### config.mk
export PLATFORM = sky130hd
export DESIGN_NAME = set_time_ctrl
export DESIGN_NICKNAME = d
export VERILOG_FILES = /design/src/rtl/set_time_ctrl.sv
export SDC_FILE = /design/constraint.sdc
export NUM_CORES = 1
export LEC_CHECK = 0
export CORE_AREA = 2 2 101 103
export DETAILED_ROUTE_END_ITERATION = 10
export DIE_AREA = 0 0 103 105
export PLACE_DENSITY = 0.76
export SLEW_MARGIN = 40
export SYNTH_ARGS = -nofsm -noshare
export SYNTH_HDL_FRONTEND = slang
export SYNTH_SLANG_ARGS = --single-unit
### constraint.sdc
create_clock -name clk -period 3.4 [get_ports clk]
set_input_delay 0.51 -clock clk [delete_from_list [all_inputs] [get_ports clk]]
set_output_delay 0.51 -clock clk [all_outputs]
set_load 0.05 [all_outputs]
### src/rtl/set_time_ctrl.sv
// set_time_ctrl: sequences a user edit of a 6-digit BCD time (HHMMSS) and commits it.
// Optional inactivity abort in EDIT is enabled by defining SET_TIME_TIMEOUT_EN.
module set_time_ctrl #(
    parameter int BLINK_DIV = 25_000_000,
    parameter int TIMEOUT   = 500_000_000
) (
    input  logic        clk,
    input  logic        reset,
    input  logic        btn_mode,
    input  logic        btn_next,
    input  logic        btn_inc,
    input  logic        btn_dec,
    input  logic [23:0] time_in,
    output logic [23:0] edit_time,
    output logic [2:0]  cursor,
    output logic        blank,
    output logic        editing,
    output logic        load,
    output logic [23:0] time_out
);

    localparam int BW = (BLINK_DIV > 1) ? $clog2(BLINK_DIV) : 1;
    localparam logic [BW-1:0] BLINK_LAST = BW'(BLINK_DIV - 1);

    typedef enum logic [1:0] {
        IDLE   = 2'd0,
        EDIT   = 2'd1,
        COMMIT = 2'd2
    } state_t;

    state_t state;
    state_t state_nx;

    logic [BW-1:0] blink_cnt;
    logic [BW-1:0] blink_cnt_nx;

    logic [23:0] edit_nx;
    logic [23:0] time_out_nx;
    logic [2:0]  cursor_nx;
    logic        blank_nx;
    logic        editing_nx;
    logic        load_nx;

    logic        do_next;
    logic        do_inc;
    logic        do_dec;
    logic        accepted;
    logic        timeout_hit;

    logic [3:0]  dig;
    logic [3:0]  dig_max;
    logic [3:0]  dig_new;
    logic [23:0] edited;

    // Any button press while editing counts as user activity
    assign accepted = (state == EDIT) &&
                      (btn_mode || btn_next || btn_inc || btn_dec);

`ifdef SET_TIME_TIMEOUT_EN
    localparam int TW = (TIMEOUT > 1) ? $clog2(TIMEOUT) : 1;
    localparam logic [TW-1:0] IDLE_LAST = TW'(TIMEOUT - 1);

    logic [TW-1:0] idle_cnt;

    // A button in the same cycle as the last idle count keeps the edit alive
    assign timeout_hit = (state == EDIT) && !accepted &&
                         (idle_cnt == IDLE_LAST);

    // Inactivity counter: zero outside EDIT, restarts on every accepted button
    always_ff @(posedge clk) begin
        if (reset) begin
            idle_cnt <= '0;
        end else if (state != EDIT || accepted || timeout_hit) begin
            idle_cnt <= '0;
        end else begin
            idle_cnt <= idle_cnt + 1'b1;
        end
    end
`else
    // No inactivity abort in this build; TIMEOUT has no effect
    assign timeout_hit = 1'b0 && (TIMEOUT > 0);
`endif

    // One action per cycle in EDIT: mode beats next beats inc beats dec
    always_comb begin
        do_next = 1'b0;
        do_inc  = 1'b0;
        do_dec  = 1'b0;
        if (state == EDIT && !btn_mode) begin
            if (btn_next) begin
                do_next = 1'b1;
            end else if (btn_inc) begin
                do_inc = 1'b1;
            end else if (btn_dec) begin
                do_dec = 1'b1;
            end
        end
    end

    // Select the cursor digit and its legal upper bound
    always_comb begin
        dig     = edit_time[3:0];
        dig_max = 4'd9;
        case (cursor)
            3'd5: begin
                dig     = edit_time[23:20];
                dig_max = 4'd2;
            end
            3'd4: begin
                dig     = edit_time[19:16];
                dig_max = (edit_time[23:20] == 4'd2) ? 4'd3 : 4'd9;
            end
            3'd3: begin
                dig     = edit_time[15:12];
                dig_max = 4'd5;
            end
            3'd2: begin
                dig     = edit_time[11:8];
                dig_max = 4'd9;
            end
            3'd1: begin
                dig     = edit_time[7:4];
                dig_max = 4'd5;
            end
            default: begin
                dig     = edit_time[3:0];
                dig_max = 4'd9;
            end
        endcase
    end

    // Wrap the selected digit within its range, then clamp hours to 23
    always_comb begin
        dig_new = dig;
        if (do_inc) begin
            dig_new = (dig >= dig_max) ? 4'd0 : dig + 4'd1;
        end else if (do_dec) begin
            dig_new = (dig == 4'd0 || dig > dig_max) ? dig_max : dig - 4'd1;
        end

        edited = edit_time;
        case (cursor)
            3'd5:    edited[23:20] = dig_new;
            3'd4:    edited[19:16] = dig_new;
            3'd3:    edited[15:12] = dig_new;
            3'd2:    edited[11:8]  = dig_new;
            3'd1:    edited[7:4]   = dig_new;
            default: edited[3:0]   = dig_new;
        endcase

        if (edited[23:20] == 4'd2 && edited[19:16] > 4'd3) begin
            edited[19:16] = 4'd3;
        end
    end

    // State register
    always_ff @(posedge clk) begin
        if (reset) begin
            state <= IDLE;
        end else begin
            state <= state_nx;
        end
    end

    // Next-state logic
    always_comb begin
        state_nx = state;
        case (state)
            IDLE: begin
                if (btn_mode) begin
                    state_nx = EDIT;
                end
            end
            EDIT: begin
                if (btn_mode) begin
                    state_nx = COMMIT;
                end else if (timeout_hit) begin
                    state_nx = IDLE;
                end
            end
            COMMIT: begin
                state_nx = IDLE;
            end
            default: begin
                state_nx = IDLE;
            end
        endcase
    end

    // Next values for every registered output
    always_comb begin
        edit_nx      = edit_time;
        cursor_nx    = cursor;
        blink_cnt_nx = blink_cnt;
        blank_nx     = blank;
        time_out_nx  = time_out;
        editing_nx   = (state_nx == EDIT);
        load_nx      = (state_nx == COMMIT);

        case (state)
            IDLE: begin
                if (btn_mode) begin
                    edit_nx      = time_in;
                    cursor_nx    = 3'd5;
                    blink_cnt_nx = '0;
                    blank_nx     = 1'b0;
                end
            end
            EDIT: begin
                if (btn_mode) begin
                    time_out_nx = edit_time;
                end else if (do_next) begin
                    cursor_nx = (cursor == 3'd0) ? 3'd5 : cursor - 3'd1;
                end else if (do_inc || do_dec) begin
                    edit_nx = edited;
                end

                if (accepted) begin
                    blink_cnt_nx = '0;
                    blank_nx     = 1'b0;
                end else if (blink_cnt == BLINK_LAST) begin
                    blink_cnt_nx = '0;
                    blank_nx     = ~blank;
                end else begin
                    blink_cnt_nx = blink_cnt + 1'b1;
                end
            end
            default: begin
            end
        endcase

        if (state_nx != EDIT) begin
            blank_nx = 1'b0;
        end
    end

    // Output and blink registers
    always_ff @(posedge clk) begin
        if (reset) begin
            edit_time <= '0;
            cursor    <= 3'd5;
            blink_cnt <= '0;
            blank     <= 1'b0;
            editing   <= 1'b0;
            load      <= 1'b0;
            time_out  <= '0;
        end else begin
            edit_time <= edit_nx;
            cursor    <= cursor_nx;
            blink_cnt <= blink_cnt_nx;
            blank     <= blank_nx;
            editing   <= editing_nx;
            load      <= load_nx;
            time_out  <= time_out_nx;
        end
    end

endmodule
# After elaboration in Yosys (flattened, before gate mapping)
# Cells that the tools add are included.
# W data, S select, Z words.
# word_totals
n_memories	0
regBits	81
input_bits	30
latchBits	0
out_inout_bits	54
romBits	0
word_cells	111
ramBits	0
# op_classes
magnitude_cmp	3
mux	44
multipliers	0
bitwise_logic	1
div	0
n_addsub	4
n_reduce_logical	25
shift	0
eq_ne	22
# ops
cell	count
$mux W24	4
$mux W25	3
$pmux W25 S2	1
$mux W4	12
$pmux W24 S2	1
$add A25 B1 Y25 const B	1
$eq A25 B25 Y1 const B	1
$reduce_and A6 Y1	4
$pmux W4 S5	1
$mux W1	12
$mux W3	4
$pmux W4 S3	1
$ne A2 B1 Y1 const B	5
$ne A2 B2 Y1 const B	5
$eq A4 B2 Y1 const B	2
$eq A3 B2 Y1 const B	2
$eq A3 B3 Y1 const B	2
$pmux W3 S2	1
$logic_or A1 B1 Y1	5
$reduce_and A5 Y1	1
$reduce_or A5 Y1	1
$add A4 B1 Y4 const B	1
$eq A2 B1 Y1 const B	2
$ge A4 B4 Y1	1
other kinds (21)	26

# Depth between registers and ports, before layout
# depth
ltp_word	16
depth_mapped	17
ltp_nobuf	14

# Worst setup path after synthesis
# Ideal clock, no wire load.
# synth_path
path_type	register to register
from	register cursor[2]
to	register edit_time[11]
slack_ns	-0.281
path_stages_with_launch	17
setup_ns	0.071
n_path_buf	2
t_arrival_ns	3.611
required_time_ns	3.329
period_less_slack_ns	3.681
cell_sequence	dfxtp_1 -> buf_6 -> buf_8 -> nor2b_1 -> a22oi_1 -> o21ai_2 -> inv_1 -> ha_1 -> nor2b_1 -> o21a_1 -> o21ai_0 -> nand4_1 -> o32a_1 -> o211a_2 -> and2_4 -> or3_1 -> a21oi_1
# synth_via
elab_chain_len	13
elab_cells_between_ends	25
cone_classes	2 x add/sub; 2 x order compare; 6 x eq/ne; 11 x mux; 4 x reduce/logical
# synth_rtl
element	line_no	text
start: declaration	15	output logic [2:0] cursor,
start signal: assignment	249	cursor <= cursor_nx;
$eq A3 B1 Y1 / $eq A3 B2 Y1 (equally long branches)	104	case (cursor)
$reduce_or A2 Y1 (no source line)	n/a	
$pmux W4 S3	104	
$gt A4 B4 Y1	138	dig_new = (dig == 4'd0 || dig > dig_max) ? dig_max : dig - 4'd1;
$logic_or A1 B1 Y1	138	
$mux W4	138	
$mux W4	137	end else if (do_dec) begin
$mux W4	135	if (do_inc) begin
$mux W4	142	case (cursor)
$mux W24	214	end else if (do_inc || do_dec) begin
$mux W24	212	end else if (do_next) begin
$mux W24	210	if (btn_mode) begin
$pmux W24 S2	200	case (state)
end signal: assignment	248	edit_time <= edit_nx;
end: declaration	14	output logic [23:0] edit_time,
# Parallel ways exist; a longest one is shown, timed or not. The select of a mux whose other input is x is not followed.
# A chain may end at the register's enable or synchronous reset.

# Worst setup path after layout
# layout_path
from	register cursor[2]
to	register edit_time[7]
# layout_via
elab_chain_len	13
elab_cells_between_ends	25
cone_classes	2 x add/sub; 2 x order compare; 6 x eq/ne; 11 x mux; 4 x reduce/logical
# layout_rtl
element	line_no
$eq A3 B1 Y1 / $eq A3 B2 Y1 (equally long branches)	104, 142
$reduce_or A2 Y1 (no source line)	n/a
$pmux W4 S3	104
$gt A4 B4 Y1	138
$logic_or A1 B1 Y1	138
$mux W4	138
$mux W4	137
$mux W4	135
$mux W4	142
$mux W24	214
$mux W24	212
$mux W24	210
$pmux W24 S2	200
# Parallel ways exist; a longest one is shown, timed or not. The select of a mux whose other input is x is not followed.

==> metrics.yaml <==
coreArea_um2: 9639
max_stage_delay_ps: 410
finalSetupViolCount: 0
die_h_um: 105
grt_pass1_vias: 4046
post-dp-hpwl_um: 9130
syn_avg_cell_area_um2: 7.626
worstSetupPathType: "reg -> reg"
crit_fanout: 6
avgViaCountPerCell: 5.463
synth-edff-count: 0
nets: 695
root_buffer: "clkbuf_8"
hold_viol: 0
min_from: "time_out[19]"
async_reset_ff_frac: 0
die_w_um: 103
postSynthCellCount: 559
tritoncts: "done"
rows: 36
irDropWorstVdd_mv: 0.3443
status: "finished, final reports clean"
crit_chain: "buf_6 > nor2b_4 > o22ai_1 > o21ai_1 > a21o_1 > inv_2 > ha_4 > nand2_1 > o31a_1 > a21oi_4 > buf_6 > o2111ai_2 > o211a_4 > and2_4 > or3_1 > a21oi_2"
clk_pin_slew_ps: 90
path_common_cell: "buf_6"
cpMaxStageDelayCell: "dfxtp_4"
worstSetupStartpointType: "flop"
synth_seq_cells: 81
p_comb_frac: 0.295
fmax_mhz: 302.9
final.setup.tns_ps: 0
internal_power_uw: 1734
ys.warnings.count: 0
final_max_slew_viol_count: 0
die-area_um2: 10820
min_period_ps: 3301
drive_above_1_share: 0.1386
yosysUniqueCellTypes: 65
timing.hold.ws_ps: 458.8
fin_ws_ps: 98.91
power.switching_uw: 885.4
finalWeightedCongestion: 0.8965
seqPwrFrac: 0.399
cts.sinks: 81
p_sw_frac: 0.3380
drt_wl_total_um: 12780
clk_path_buf_depth: 2
port_buffers: 83
start_util: 0.4422
num_vias: 4354
min_to: "time_out[19]"
grtUsageTotal: 0.2333
io_pins: 84
diodes: 0
antenna_found_initial: 0
fin_util: 0.5988
synth_fp_nets: 595
skew_ps: 12.33
p_leak_uw: 0.002047
hold_path.class: "reg -> reg"
min_period_over_period: 0.9709
tightest_slew_ps: 732.1
startpoint: "cursor[2]"
worstHoldPathCells: 2
grt_start_max_net_pins: 58
yosysSeqAreaShare: 0.3804
r2r_setup_slack_ps: 100
wl_per_cell_um: 16.04
slew_headroom: 0.5090
critical-path-top-delay-family: "compound AO/OA/AOI/OAI gates"
power.share.clock: 0.306
required_ps: 3690
drc_errors: 0
timing.rr.start: "cursor[2]"
drtAntennaViolNets: 0
powerDensity_nw_per_um2: 453.9
postCtsHoldBufs: 0
grt_pass1_wl_um: 20040
cts_buffers: 9
arrival_ps: 3590
cap_violations: 0
area_growth_syn_to_layout_pct: 35.40
r2r_end: "edit_time[7]"
r2r_cells: 16
drt_iter0_drc: 252
synth_top_flop_cell: "dfxtp_1"
end_kind: "flop"
dr.pass1.iters: 5
dp_slack_ps: 42.41
syn_area_um2: 4263
clkLatencyLatePin_ps: 350
overflow: 0
crit_buf_inv: 3
h-tree-depth: 3
==> worst max-delay path by stage <==
stage,end,slack [ps],depth (start not counted)
final,edit_time[7],100,16
after global routing,edit_time[7],-70,15
after CTS,edit_time[7],20,14
after detailed placement,edit_time[7],40,13
after global placement,edit_time[15],20,13
after floorplan,edit_time[11],20,16
==> state kept, by name (all words and copies together), names as in the netlist <==
name       cells
blank          1
edit_time     24
state          2
time_out      24
cursor         3
load           1
blink_cnt     25
editing        1
==> cells in the mapped netlist, types with 2 or more instances <==
cell,count,share of area
a211oi_1,6,0.011
a21boi_0,3,0.0053
a21oi_1,51,0.060
a21oi_2,2,0.0041
a22oi_1,4,0.0070
a311oi_1,4,0.0082
and2_1,4,0.0059
and3_1,8,0.012
and3b_1,2,0.0041
buf_2,2,0.0023
buf_6,4,0.011
clkbuf_1,24,0.021
dfxtp_1,81,0.38
ha_1,6,0.018
inv_1,11,0.0097
mux2i_1,5,0.012
nand2_1,100,0.088
nand2b_1,9,0.013
nand3_1,15,0.018
nand3b_1,2,0.0035
nand4_1,9,0.013
nor2_1,79,0.070
nor2b_1,6,0.0088
nor3_1,11,0.013
nor4_1,3,0.0044
o211ai_1,4,0.0070
o21a_1,2,0.0035
o21ai_0,18,0.021
o21ai_1,2,0.0023
o221ai_2,2,0.0070
o22ai_1,6,0.0088
o31a_1,2,0.0041
or3_1,19,0.028
xnor2_1,9,0.018
xor2_1,14,0.029
==> worst min-delay path: stages (launching register included) <==
cell and delay [ps]:
dfxtp_1 320, nand2_1 50, a21oi_1 50
==> layout make-up <==
cell class	count	area (um^2)
fillers	908	3867
multi-input cells	434	2569
flip-flops and latches	81	1633
repair buffers	121	1130
well taps	133	166.4
clock buffers	11	141.4
clock inverters	5	87.58
inverters	12	45.04
==> logic make-up (layout without fill, tap and decap cells) <==
group           Yosys count  after routing  share of synthesized area
compound gates          122            122                     0.1840
xor+xnor                 23             23                    0.04726
fa+ha+maj                 6              6                    0.01761
buf+inv                  44            149                    0.04990
flops                    81             81                     0.3804
mux                       5              5                    0.01174
simple gates            278            278                     0.3091
==> per-stage QoR <==
| step | total power [uW] | area [um^2] | cells |
|---|---|---|---|
| 4_1_cts | 2568 | 5557 | 788 |
| 3_3_place_gp | 1758 | 5319 | 772 |
| 3_5_place_dp | 1764 | 5321 | 772 |
| 6_report | 2620 | 5772 | 797 |
| 2_1_floorplan | 1503 | 4274 | 559 |
| 5_1_grt | 2751 | 5772 | 797 |
==> per-layer routing <==
layer	track usage	routed length [um]	vias to the layer above
met5	0	0	-
met4	0.04981	210	0
met3	0.05753	765	20
met2	0.3868	6303	137
met1	0.3043	5503	2056
li1	-	-	2141
==> layout by cell type (no fill, tap or decap), types with 3 or more instances in the layout <==
master / netlist / layout
nand2_1: 100 / 99
clkdlybuf4s50_1: 0 / 82
nor2_1: 79 / 79
dfxtp_1: 81 / 78
a21oi_1: 51 / 49
buf_4: 1 / 33
or3_1: 19 / 19
o21ai_0: 18 / 15
nand3_1: 15 / 14
xor2_1: 14 / 14
clkbuf_8: 0 / 10
inv_1: 11 / 9
nor3_1: 11 / 9
nand4_1: 9 / 9
xnor2_1: 9 / 9
and3_1: 8 / 8
nand2b_1: 9 / 7
o22ai_1: 6 / 6
a211oi_1: 6 / 6
buf_6: 4 / 5
a22oi_1: 4 / 4
mux2i_1: 5 / 4
o21ai_1: 2 / 4
and2_1: 4 / 4
o211ai_1: 4 / 4
ha_1: 6 / 4
inv_2: 1 / 3
a21boi_0: 3 / 3
nor2b_1: 6 / 3
a21oi_2: 2 / 3
nor4_1: 3 / 3
a311oi_1: 4 / 3
dfxtp_4: 0 / 3
==> what timing repair did <==
| item | in CTS | in global routing |
|---|---|---|
| gates resized for setup | 1 | 33 |
| endpoints found under the setup margin | 2 | 21 |
| gates cloned | 0 | 0 |
| pin swaps | 0 | 14 |
| buffers inserted | 0 | 9 |
==> power groups by stage <==
stage                     registers, uW  clock network, uW  logic, uW
after floorplan                    1190                  0        316
after global placement             1060                  0        696
after detailed placement           1060                  0        701
after CTS                          1040                820        707
after global routing               1050                866        836
final                              1040                803        773
Note: power is estimated with default switching activity, not from simulation.
